File: config.mk
export PLATFORM = sky130hd
export DESIGN_NAME = ps2_direction_decoder
export DESIGN_NICKNAME = d
export VERILOG_FILES = /design/src/rtl/ps2_direction_decoder.sv
export SDC_FILE = /design/constraint.sdc
export NUM_CORES = 1
export LEC_CHECK = 0
export CAP_MARGIN = 0
export CORE_MARGIN = 3
export CORE_UTILIZATION = 49
export CTS_CLUSTER_DIAMETER = 60
export DETAILED_ROUTE_END_ITERATION = 10
export HOLD_SLACK_MARGIN = 0.12
export PLACE_DENSITY = 0.71
export SLEW_MARGIN = 30
export SYNTH_ARGS = -nofsm -noshare
export SYNTH_HDL_FRONTEND = slang
export SYNTH_SLANG_ARGS = --single-unit
File: constraint.sdc
create_clock -name clk -period 2.6 [get_ports clk]
set_input_delay 0.39 -clock clk [delete_from_list [all_inputs] [get_ports clk]]
set_output_delay 0.39 -clock clk [all_outputs]
set_load 0.05 [all_outputs]
File: src/rtl/ps2_direction_decoder.sv
module ps2_direction_decoder #(
  parameter int unsigned FILTER_LEN     = 8,
  parameter int unsigned TIMEOUT_CYCLES = 40000,
  parameter int unsigned ALLOW_REVERSE  = 0
) (
  input  logic       clk,
  input  logic       rst_n,
  input  logic       ps2_clk,
  input  logic       ps2_data,
  output logic [2:0] direction,
  output logic       key_valid,
  output logic       frame_err,
  output logic [7:0] scan_code
);

  localparam int unsigned FW = (FILTER_LEN > 1) ? $clog2(FILTER_LEN) : 1;
  localparam int unsigned TW = $clog2(TIMEOUT_CYCLES + 1);

  typedef enum logic [1:0] {
    ST_IDLE,
    ST_DATA,
    ST_PARITY,
    ST_STOP
  } frame_state_e;

  typedef enum logic [2:0] {
    DIR_D   = 3'b000,
    DIR_S   = 3'b001,
    DIR_A   = 3'b010,
    DIR_W   = 3'b011,
    DIR_RST = 3'b100
  } dir_e;

  // input synchronisers
  logic clk_meta_q, clk_sync_q;
  logic data_meta_q, data_sync_q;

  // clock filter
  logic          filt_q, filt_d;
  logic [FW-1:0] filt_cnt_q, filt_cnt_d;
  logic          fe_q, fe_d;

  // frame receiver
  frame_state_e  state_q, state_d;
  logic [2:0]    bit_cnt_q, bit_cnt_d;
  logic [7:0]    shift_q, shift_d;
  logic          par_q, par_d;
  logic [TW-1:0] to_cnt_q, to_cnt_d;
  logic          byte_rdy_q, byte_rdy_d;
  logic          ferr_q, ferr_d;
  logic [7:0]    scan_q, scan_d;

  // byte decoder
  logic brk_q, brk_d;
  logic ext_q, ext_d;
  dir_e dir_q, dir_d;
  logic kv_q, kv_d;
  dir_e cmd;
  logic cmd_ok;
  logic reversal;

  always_ff @(posedge clk or negedge rst_n) begin
    if (!rst_n) begin
      clk_meta_q  <= 1'b1;
      clk_sync_q  <= 1'b1;
      data_meta_q <= 1'b1;
      data_sync_q <= 1'b1;
    end else begin
      clk_meta_q  <= ps2_clk;
      clk_sync_q  <= clk_meta_q;
      data_meta_q <= ps2_data;
      data_sync_q <= data_meta_q;
    end
  end

  // The counter tracks consecutive samples that disagree with the filtered
  // level; the level flips on the FILTER_LEN-th such sample.
  always_comb begin
    filt_d     = filt_q;
    filt_cnt_d = '0;
    fe_d       = 1'b0;
    if (clk_sync_q != filt_q) begin
      if (filt_cnt_q == FW'(FILTER_LEN - 1)) begin
        filt_d = clk_sync_q;
        fe_d   = filt_q;
      end else begin
        filt_cnt_d = filt_cnt_q + 1'b1;
      end
    end
  end

  always_ff @(posedge clk or negedge rst_n) begin
    if (!rst_n) begin
      filt_q     <= 1'b1;
      filt_cnt_q <= '0;
      fe_q       <= 1'b0;
    end else begin
      filt_q     <= filt_d;
      filt_cnt_q <= filt_cnt_d;
      fe_q       <= fe_d;
    end
  end

  always_comb begin
    state_d    = state_q;
    bit_cnt_d  = bit_cnt_q;
    shift_d    = shift_q;
    par_d      = par_q;
    to_cnt_d   = '0;
    byte_rdy_d = 1'b0;
    ferr_d     = 1'b0;
    scan_d     = scan_q;
    if (fe_q) begin
      unique case (state_q)
        ST_IDLE: begin
          if (!data_sync_q) begin
            state_d   = ST_DATA;
            bit_cnt_d = '0;
          end
        end
        ST_DATA: begin
          shift_d   = {data_sync_q, shift_q[7:1]};
          bit_cnt_d = bit_cnt_q + 1'b1;
          if (bit_cnt_q == 3'd7) begin
            state_d = ST_PARITY;
          end
        end
        ST_PARITY: begin
          par_d   = data_sync_q;
          state_d = ST_STOP;
        end
        ST_STOP: begin
          state_d = ST_IDLE;
          if (data_sync_q && (^{shift_q, par_q})) begin
            byte_rdy_d = 1'b1;
            scan_d     = shift_q;
          end else begin
            ferr_d = 1'b1;
          end
        end
        default: state_d = ST_IDLE;
      endcase
    end else if (state_q != ST_IDLE) begin
      if (to_cnt_q == TW'(TIMEOUT_CYCLES - 1)) begin
        state_d = ST_IDLE;
        ferr_d  = 1'b1;
      end else begin
        to_cnt_d = to_cnt_q + 1'b1;
      end
    end
  end

  always_ff @(posedge clk or negedge rst_n) begin
    if (!rst_n) begin
      state_q    <= ST_IDLE;
      bit_cnt_q  <= '0;
      shift_q    <= '0;
      par_q      <= 1'b0;
      to_cnt_q   <= '0;
      byte_rdy_q <= 1'b0;
      ferr_q     <= 1'b0;
      scan_q     <= '0;
    end else begin
      state_q    <= state_d;
      bit_cnt_q  <= bit_cnt_d;
      shift_q    <= shift_d;
      par_q      <= par_d;
      to_cnt_q   <= to_cnt_d;
      byte_rdy_q <= byte_rdy_d;
      ferr_q     <= ferr_d;
      scan_q     <= scan_d;
    end
  end

  always_comb begin
    cmd    = DIR_RST;
    cmd_ok = 1'b1;
    unique case ({ext_q, scan_q})
      9'h01D:  cmd = DIR_W;
      9'h01C:  cmd = DIR_A;
      9'h01B:  cmd = DIR_S;
      9'h023:  cmd = DIR_D;
      9'h029:  cmd = DIR_RST;
      9'h175:  cmd = DIR_W;
      9'h16B:  cmd = DIR_A;
      9'h172:  cmd = DIR_S;
      9'h174:  cmd = DIR_D;
      default: cmd_ok = 1'b0;
    endcase
  end

  // w/s and a/d differ only in bit 1, so a reversal is an xor of 3'b010
  // between two non-rst codes.
  assign reversal = (cmd != DIR_RST) && (dir_q != DIR_RST) &&
                    ((cmd ^ dir_q) == 3'b010);

  always_comb begin
    dir_d = dir_q;
    kv_d  = 1'b0;
    brk_d = brk_q;
    ext_d = ext_q;
    if (byte_rdy_q) begin
      if (scan_q == 8'hE0) begin
        ext_d = 1'b1;
      end else if (scan_q == 8'hF0) begin
        brk_d = 1'b1;
      end else begin
        brk_d = 1'b0;
        ext_d = 1'b0;
        if (!brk_q && cmd_ok && ((ALLOW_REVERSE != 0) || !reversal)) begin
          dir_d = cmd;
          kv_d  = 1'b1;
        end
      end
    end
  end

  always_ff @(posedge clk or negedge rst_n) begin
    if (!rst_n) begin
      brk_q <= 1'b0;
      ext_q <= 1'b0;
      dir_q <= DIR_RST;
      kv_q  <= 1'b0;
    end else begin
      brk_q <= brk_d;
      ext_q <= ext_d;
      dir_q <= dir_d;
      kv_q  <= kv_d;
    end
  end

  assign direction = dir_q;
  assign key_valid = kv_q;
  assign frame_err = ferr_q;
  assign scan_code = scan_q;

endmodule

# Word level (Yosys, flattened, before mapping)
# Index checks and enable logic that the tools add are counted.
[totals]
register_bits = 55
latch_bits = 0
ram_bits = 0
mem_bits_ro = 0
inputBits = 4
output_inout_bits = 13
elab_cells = 109
n_memories = 0
[op_classes]
add_sub_neg = 3
n_mul = 0
div_mod_pow = 0
order_cmp = 0
n_eq_ne = 25
shift = 0
n_mux = 32
n_bitwise = 3
reduce_logical = 27
[ops]
columns = ["op", "n"]
rows = [
  ["$mux W16", 3],
  ["$eq A9 B9 Y1 const B", 4],
  ["$eq A9 B5 Y1 const B", 3],
  ["$eq A9 B6 Y1 const B", 2],
  ["$mux W1", 18],
  ["$add A16 B1 Y16 const B", 1],
  ["$eq A16 B16 Y1 const B", 1],
  ["$eq A8 B8 Y1 const B", 2],
  ["$ne A3 B3 Y1 const B", 4],
  ["$pmux W3 S4", 1],
  ["$mux W2", 5],
  ["$reduce_and A2 Y1", 5],
  ["$mux W3", 3],
  ["$reduce_or A9 Y1", 1],
  ["$reduce_xor A9 Y1", 1],
  ["$pmux W2 S4", 1],
  ["$reduce_and A4 Y1", 2],
  ["$reduce_bool A2 Y1", 4],
  ["$reduce_or A2 Y1", 4],
  ["$add A3 B1 Y3 const B", 2],
  ["$eq A3 B3 Y1 const B", 2],
  ["$pmux W3 S2", 1],
  ["$reduce_and A3 Y1", 2],
  ["$logic_and A1 B1 Y1", 5],
  ["other kinds (9)", 13],
]

# Depth between registers and ports, before layout
[logic_depth]
word_depth = 12
ltp_mapped = 8
mapped_depth_nobuf = 8

# Worst setup path after synthesis
# Ideal clock, no wire load.
[synth_path]
path_kind = "register to register"
startpoint = "reg scan_q[3], in the netlist scan_code[3]"
endpoint = "reg dir_q[1], in the netlist direction[1]"
setup_ps = 125
arrival_ps = 2619
path_slack_ps = -144
path_stages_with_launch = 8
path_buffers = 0
period_less_slack_ps = 2744
path_cell_list = "dfrtp_1 > or4b_4 > or4_4 > a21oi_2 > a221oi_2 > mux2_2 > o21ai_2 > mux2_4"
[synth_between]
elab_chain_len = 9
word_cells_on_any_way = 29
cone_classes = "eq/ne: 13; mux: 2; bitwise: 3; reduce/logical: 11"
[synth_lines]
columns = ["element", "line_no", "source"]
rows = [
  ["from (decl)", "51", "logic [7:0] scan_q, scan_d;"],
  ["from (signal assigned)", "171", "scan_q <= scan_d;"],
  ["$eq A9 B9 Y1 (tied with other cells)", "178", "unique case ({ext_q, scan_q})"],
  ["$reduce_or A2 Y1 (no source line)", "n/a", ""],
  ["$pmux W3 S4", "178", ""],
  ["$xor A3 B3 Y3 / $ne A3 B3 Y1 (equally long branches)", "195, 194", ""],
  ["$eq A3 B2 Y1 / $logic_and A1 B1 Y1 (equally long branches)", "195, 194", ""],
  ["$logic_and A1 B1 Y1", "194", "assign reversal = (cmd != DIR_RST) && (dir_q != DIR_RST) &&"],
  ["$logic_not A1 Y1", "210", "if (!brk_q && cmd_ok && ((ALLOW_REVERSE != 0) || !reversal)) begin"],
  ["$logic_and A1 B1 Y1", "210", ""],
  ["$reduce_and A4 Y1 (no source line)", "n/a", ""],
  ["to (signal assigned)", "227", "dir_q <= dir_d;"],
  ["to (decl)", "56", "dir_e dir_q, dir_d;"],
]
# Parallel ways exist; a longest one is shown, timed or not.
# A chain may end at the register's enable or synchronous reset.

# Final worst setup path
[layout_path]
startpoint = "reg scan_q[6], in the netlist scan_code[6]"
endpoint = "reg dir_q[1], in the netlist direction[1]"
# The elaborated chain is that of the path after synthesis.

==> impl_results.md <==
* Status: finished clean
* Initial antenna violation count at 0
* Static Leakage at 1.305 nW
* WHS Path Cells at 0
* Synth warn at 0
* CTS tree: yes
* Crit share post-route at 95.80%
* Crit-path max cell delay at 0.56 ns
* Die footprint at 6166 um^2
* FP Rows at 25
* CTS Buf Count at 5
* Register area share after synthesis at 53.69%
* Fill count at 425
* Mapped Area at 2577 um^2
* Peak Freq at 401.5 MHz
* CTS max path bufs at 2
* DRT antenna net count at 0
* Avg WL per Cell at 13.16 um
* Die Y at 78.53 um
* First-pass GRT wire length at 7.479 mm
* Measured slew at the worst slew-check pin at 0.5731 ns
* H-tree levels at 2
* Vias/cell at 5.211
* Synth top area share at 47.57%
* # port buffers at 16
* Share of flip-flops with an asynchronous set or reset at 100.0%
* FF+latch count, synth at 55
* DIE WIDTH at 78.53 um
* Final instance count without filler cells at 318
* Crit. End Element: flop
* First-pass DRT Iterations at 4
* Total power at 1.404 mW
* Final wirelength at 4.185 mm
* Slowest CP cell: or4b_4
* Hold Path Class: flop to flop
* Reg2reg path depth at 7
* Reg-to-reg setup timing slack at 0.11 ns
* Syn Area/Cell at 11.56 um^2
* Yosys top cell by area: dfrtp_1
* Largest net degree at the start of global routing at 33
* Met3 wire len at 152 um
* WHS at 0.3593 ns
* GP Congestion at 0.8260
* I/O pin cnt at 17
* Layout area overhead at 14.51%
* Vias in the first global route at 1657
* Hold Vio Cnt, Final at 0
* Number of synthesized flops with an enable pin at 0
* Met1 wire length at 1.923 mm
* Clock skew at 0.007253 ns
* Top sig layer: met4
* Hold path startpoint: data_meta_q
* Total track usage at 15.23%
* Number of diodes at 0
* Cell count after synthesis at 223
* Routed met2 length at 2.085 mm
* Critical path class: flop to flop
* Fin Setup TNS at 0 ns
* Synth cell types at 41
* R2R Path End: direction[1]
* Detailed-route DRC error count at 0
* CP Data Required Time at 2.79 ns
* Setup repair after global routing missed its margin: false
* Max-slew violations at 0
* CP Data Arrival Time at 2.68 ns
* Worst hold path endpoint: data_sync_q
* Slew Limit Headroom at 61.79%
* Final setup viols at 0
* Minimum clock period at 2.491 ns
* Clk root buf: clkbuf_8
* PwrDens at 475.8 nW/um^2
* Nets at 263
* Max IR drop VDD at 308.5 uV
* Core area at 4911 um^2
* Post-Syn Nets at 236
* MaxCap Viol Count at 0
* DP HPWL at 3.037 mm
* Via count at 1657
* Sink Count at 55
* Worst skew pair latency at 0.30 ns
* Layout cells sized above 1 at 19.52%
* Grt ovf at 0
* Crit-path max FO at 3
* Synth area leaders: dfrtp_1 48%, mux2_2 8.7%, dfstp_2 6.1%, xnor2_1 4.8%, ha_1 4.4%
* Iteration-0 DRC Markers at 55
* Placed Cells at 308
* DP Area at 2846 um^2
* Cell chain of the critical path: or4b_4 > or4_4 > a21oi_4 > a221oi_2 > mux2_2 > o21ai_2 > mux2_4
* Finished Cell Area at 2952 um^2
* Clock-pin slew on the worst setup and hold paths at 0.09 ns
* Top FF cell, synth: dfrtp_1
* Reg2reg start: scan_code[6]
* Initial Util at 52.48%
* Crit start category: flop
## worst max path at each step
stage	endpoint	depth (start not counted)	slack, ns	start
global route	direction[1]	7	0.05	scan_code[6]
detailed placement	direction[1]	7	0.06	ext_q
global placement	direction[1]	7	0.10	ext_q
finish	direction[1]	7	0.11	scan_code[6]
CTS	direction[1]	7	0.03	ext_q
floorplan	direction[1]	7	0.007	scan_code[5]
## layout make-up
| class | count | area [um^2] | share of cell area [%] |
|---|---|---|---|
| tap | 67 | 83.83 | 2.840 |
| sequential | 55 | 1388 | 47.01 |
| clock buffer | 8 | 80.08 | 2.713 |
| timing repair buffer | 23 | 210.2 | 7.122 |
| inverter | 5 | 18.77 | 0.6359 |
| multi-input combinational | 160 | 1171 | 39.68 |
## repair_timing
item / CTS / global route
hold endpoints to repair: 3 / 0
gates resized for setup: 0 / 1
setup buffers: 0 / 1
endpoints found under the setup margin: 0 / 1
hold buffers: 1 / 0
## through the flow
stage	setup WS (ns)	util (%)
after floorplan	0.006817	-
after global placement	0.1016	57.96
after detailed placement	0.05520	57.96
after CTS	0.02651	59.80
after global routing	0.05140	60.10
final	0.1092	60.10
## registers in the layout (all words and copies together) (netlist names), 2 cells and up
name,flops
to_cnt_q,16
scan_code,8
shift_q,8
bit_cnt_q,3
direction,3
filt_cnt_q,3
state_q,2
## cell usage in the layout, fill, tap and decap left out, types with 4 or more instances in the layout
cell type	instances
a21oi_1	4
buf_4	6
clkbuf_8	5
clkdlybuf4s50_1	15
dfrtp_1	46
dfstp_2	6
ha_1	9
inv_1	5
mux2_2	20
nand2_1	17
nand2b_1	4
nand3_1	10
nand4_1	4
nor2_1	27
o21ai_0	4
xnor2_1	14
xor2_1	10
## report_power, final
group | leakage, nW | internal, mW | switching (mW)
clock network | 0.0395 | 0.192 | 0.246
registers | 0.740 | 0.889 | 0.0146
logic | 0.525 | 0.0304 | 0.0319
total | 1.30 | 1.11 | 0.293
## cells in the mapped netlist (all sizes together), types with 2 or more instances
| master | instances |
|---|---|
| inv | 5 |
| mux2 | 21 |
| and2 | 3 |
| a21oi | 5 |
| xnor2 | 14 |
| ha | 9 |
| nand4b | 2 |
| dfrtp | 49 |
| dfstp | 6 |
| and3 | 3 |
| nor2 | 27 |
| nor3b | 3 |
| nand3 | 10 |
| nand2b | 4 |
| a22o | 2 |
| o21ai | 5 |
| clkbuf | 3 |
| and3b | 2 |
| nor3 | 3 |
| nand4 | 4 |
| xor2 | 10 |
| nand2 | 17 |
## worst max-delay path: cells and delay by family (launching register included)
kind	cells	cell delay (ns)
and+or+nand+nor	2	1.01
muxes	2	0.59
DFF	1	0.41
AOI/OAI and AO/OA	3	0.37
## routing by layer
metal | vias up | global-route usage (%)
li1 | 825 | -
met5 | - | 0
met3 | 2 | 4.243
met4 | 0 | 4.720
met2 | 28 | 25.98
met1 | 802 | 18.66
## cell families after synthesis
group / share of synthesized area (%)
muxes: 9.320
AOI/OAI and AO/OA: 5.923
buffers and inverters: 1.165
and+or+nand+nor: 17.38
xor gates and xnor gates: 8.155
adders and majority gates: 4.369
DFF: 53.69
Power figures use the tool's default switching activity.
==> RTL edit 1, RTL diff (same settings) <==
Encoding of `frame_state_e`: now one-hot (4 bits for 4 states).
--- a/src/rtl/ps2_direction_decoder.sv
+++ b/src/rtl/ps2_direction_decoder.sv
@@ -16,11 +16,11 @@
   localparam int unsigned FW = (FILTER_LEN > 1) ? $clog2(FILTER_LEN) : 1;
   localparam int unsigned TW = $clog2(TIMEOUT_CYCLES + 1);
 
-  typedef enum logic [1:0] {
-    ST_IDLE,
-    ST_DATA,
-    ST_PARITY,
-    ST_STOP
+  typedef enum logic [3:0] {
+    ST_IDLE   = 4'b0001,
+    ST_DATA   = 4'b0010,
+    ST_PARITY = 4'b0100,
+    ST_STOP   = 4'b1000
   } frame_state_e;
 
   typedef enum logic [2:0] {
Function: no difference found for any inputs over 10 cycles, from zero or initial values and one cycle with rst_n low; not proved beyond that.
==> RTL edit 1 against the unedited design <==
Routed wire length up 9.7%. Highest routed layer unchanged. Setup slack better by 0.022 ns. Final area increased by 6.4%. First-iteration DRC count grew 24%. Synthesized cell count rose by 2.7%. Cell count is 6.6% higher. Synthesized area increased by 2.0%. Sequential cell count rose by 2. Critical path depth is the same.
Power is not compared: it rests on default switching activity, and its combinational part moved more than twofold at a synthesized area within 25%.
==> RTL edit 1: results (changes against the unedited design) <==
Hpwl dp: 3260 um (+7.4%)
CP arrival: 2.70 ns (+0.02 ns)
Largest net degree at the start of global routing: 21 (-36%)
Antenna Violating Nets Remaining: 0 (unchanged)
Clock Power: 784 uW
Placed instance area: 2920 sq um (+2.7%)
Peak supply drop: 0.544 mV
Worst Hold Path Cells: 0 (unchanged)
Synth area leaders: dfrtp_1, mux2_2, dfstp_2
RePlAce Congestion: 0.796 (-3.6%)
Worst Path Max Fanout: 6 (+3)
Final std cells w/o fill: 339 (+6.6%)
Rel. slew slack: 66.6% (+4.8 points)
Initial DRC Count: 68 (+24%)
Largest register by flop count: to_cnt_q
Post-synthesis sequential area ratio: 54.6% (+0.88 points)
Worst-Skew Late Latency: 0.34 ns (+0.04 ns)
Final net count: 273 (+3.8%)
CTS HTree Levels: 3 (+1)
Placed cells: 320 (+3.9%)
All-Layer GR Usage: 17.1% (+1.9 points)
Vias post-DR: 1,779 (+7.4%)
Worst Hold Class: reg -> reg
CTS buffer count: 9 (+4)
Mapped Nets: 238 (+0.85%)
Status: finished clean
Most used DFF post-synth: dfrtp_1
Levels on crit path: 7 (unchanged)
R2R cell count: 7 (unchanged)
Layout Skew: 0.0101 ns (+0.00288 ns)
Clock root cell: clkbuf_8
Async set-or-reset flop fraction in the synthesized netlist: 100% (unchanged)
Worst path max stage delay: 0.56 ns (about the same)
Commonest cells post-synth: dfrtp_1, nor2_1, mux2_2
ANT cells: 0 (unchanged)
Distinct cells, synth: 41 (unchanged)
Clock transition at path regs: 0.07 ns (-0.02 ns)
First-pass GRT wire length: 8110 um (+8.4%)
Mean post-synth cell area: 11.5 sq um (-0.63%)
Combinational power share: 9.8%
Switch Pwr: 518 uW
Yosys warning count: 0 (unchanged)
Clk pwr share: 38.6%
Pre-CTS WS: 0.0758 ns (+0.0206 ns)
CP top delay family: simple AND/OR/NAND/NOR gates
Fraction of layout cells with a size suffix above 1: 22.7% (+3.2 points)
CP max stage cell: or4b_4
WL/cell: 13.5 um (+2.9%)
P_leak: 1.46 nW
==> RTL edit 1: per-layer routing <==
metal	vias up	global-route usage (%)	wire, um
li1	885	-	-
met1	849	21.8	2200
met2	34	26.0	2090
met3	11	5.44	189
met4	0	9.28	116
met5	-	0	0
==> RTL edit 1: final timing paths <==
check                              from      endpoint  slack (ns)
setup / recovery           scan_code[6]  direction[0]        0.13
hold / removal               clk_meta_q    clk_sync_q        0.36
setup reg to reg           scan_code[6]  direction[0]        0.13
hold reg to reg              clk_meta_q    clk_sync_q        0.36
max in group asynchronous         rst_n        filt_q        1.40
min in group asynchronous         rst_n  direction[0]        0.52
==> RTL edit 1: timing repair <==
action	in CTS	in global routing
gates resized for setup	0	1
endpoints found under the hold margin	17	0
hold buffers	1	0
buffers inserted	0	2
setup endpoints to repair	0	1
==> RTL edit 1: cells by family (layout without fill, tap and decap cells) <==
kind of cell,count (synthesis),in the layout,share of synthesized area [%]
simple gates,85,85,16.9
flops,57,57,54.6
compound gates,26,26,7.56
xor+xnor,24,24,7.99
mux,20,20,8.85
buf+inv,12,52,1.71
fa+ha+maj,5,5,2.38
==> RTL edit 1: area by class of cell <==
| cell class | count | area [sq um] |
|---|---|---|
| Fill cell | 444 | 2000 |
| Sequential cell | 57 | 1440 |
| Multi-Input combinational cell | 160 | 1150 |
| Timing Repair Buffer | 27 | 240 |
| Clock buffer | 10 | 128 |
| Tap cell | 70 | 87.6 |
| Clock inverter | 6 | 58.8 |
| Inverter | 9 | 33.8 |
==> RTL edit 1: worst register-to-register path: stages, from the launching register on <==
cell	delay (ns)
dfrtp_2	0.44
or4b_4	0.56
or4b_1	0.48
o21ai_1	0.10
a31o_2	0.20
o31ai_2	0.10
a31oi_4	0.18
mux2_4	0.31
==> RTL edit 2, RTL diff (config.mk and constraints unchanged) <==
Without the edit above. The parameter `ALLOW_REVERSE` goes from 0 to 1.
--- a/src/rtl/ps2_direction_decoder.sv
+++ b/src/rtl/ps2_direction_decoder.sv
@@ -1,7 +1,7 @@
 module ps2_direction_decoder #(
   parameter int unsigned FILTER_LEN     = 8,
   parameter int unsigned TIMEOUT_CYCLES = 40000,
-  parameter int unsigned ALLOW_REVERSE  = 0
+  parameter int unsigned ALLOW_REVERSE  = 1
 ) (
   input  logic       clk,
   input  logic       rst_n,
Function: no difference found for any inputs over 10 cycles, from zero or initial values and one cycle with rst_n low; that may be too few to reach the edited logic, so the function may still have changed.
==> RTL edit 2 against the unedited design <==
Die area grew 0.36%. Routed wire length shrank 0.50%. Global-route usage increased by 0.14 points. Sequential share of layout area is 0.46 points higher. Sequential cell count stayed put. Synthesized area increased by 0.39%. Final area fell by 1.2%. Total power grew 1.7%. Setup slack better by 0.44 ns. Critical endpoint is now scan_code[5].
==> RTL edit 2: results (changes against the unedited design) <==
Status: finished clean
Vias in the first global route: 1,625 (-1.9%)
Non-CTS inverters: 8 (+3)
WL met3: 103 um (-32%)
Peak supply drop: 0.379 mV (+23%)
Worst Path Max Fanout: 9 (+6)
Distinct cells, synth: 40 (-2.4%)
Mux cell area share after synthesis: 9.43% (+0.11 points)
Compound-Gate Fraction of Synth Area: 5.17% (-0.75 points)
DRT met1 WL: 2100 um (+9.1%)
Number of non-clock buffers: 19 (-17%)
Post-synthesis sequential area ratio: 53.5% (-0.21 points)
Mapped Nets: 233 (-1.3%)
Adder-cell share of the synthesized area: 4.35% (-0.017 points)
Synth area leaders: dfrtp_1, mux2_2, dfstp_2
All-Layer GR Usage: 15.4% (+0.14 points)
Met2 Routed Length: 1930 um (-7.3%)
GRT met2 Usage: 23.5% (-2.5 points)
RePlAce Congestion: 0.853 (+3.3%)
Multi-input combinational area share: 39.4% (-0.24 points)
Hpwl dp: 2970 um (-2.1%)
Crit path to: scan_code[5]
Layout Skew: 0.00877 ns (+0.00151 ns)
Seq cells: 55 (unchanged)
Vias post-DR: 1,664 (+0.42%)
P_int: 1.11 mW (about the same)
Flop2flop setup slack: 0.59 ns (+0.48 ns)
CP top delay family: buffers and inverters
CLK BUF: 6 (-2)
Xor and xnor area share after synthesis: 8.27% (+0.11 points)
CP max stage cell: clkdlybuf4s50_1
Grt met3 use: 3.56% (-0.69 points)
Comb_multi_in: 153 (-4.4%)
WL/cell: 13.4 um (+2.1%)
R2R Path Start: ext_q
First-pass GRT wire length: 7500 um (+0.28%)
Worst path max stage delay: 0.86 ns (+0.30 ns)
Met1 Use GR: 21.5% (+2.8 points)
Clk pwr share: 31.7% (+0.5 points)
P_leak: 1.33 nW (+2.1%)
Final non-clock buffer share: 6.27% (-0.86 points)
Clock-cell share of area: 2.92% (+0.21 points)
Fraction of layout cells with a size suffix above 1: 17.7% (-1.8 points)
Combinational power share: 4.9% (+0.5 points)
## RTL edit 2: worst min path at each step
stage	start	endpoint	slack [ns]	depth (start not counted)
global placement	data_meta_q	data_sync_q	0.35	0
CTS	rst_n	direction[0]	0.22	1
floorplan	rst_n	bit_cnt_q[0]	0.09	0
finish	data_meta_q	data_sync_q	0.36	0
detailed placement	data_meta_q	data_sync_q	0.35	0
global route	data_meta_q	data_sync_q	0.37	0
## RTL edit 2: through the flow
| step | cell area, sq um | std cells | hold WS, ns | util [%] | worst slack [ns] |
|---|---|---|---|---|---|
| after floorplan | 2590 | 220 | 0.0944 | - | 0.423 |
| after global placement | 2820 | 301 | 0.345 | 57.4 | 0.653 |
| after detailed placement | 2820 | 301 | 0.347 | 57.4 | 0.613 |
| after CTS | 2900 | 309 | 0.218 | 59.1 | 0.535 |
| after global routing | 2920 | 310 | 0.369 | 59.4 | 0.453 |
| final | 2920 | 310 | 0.359 | 59.4 | 0.545 |
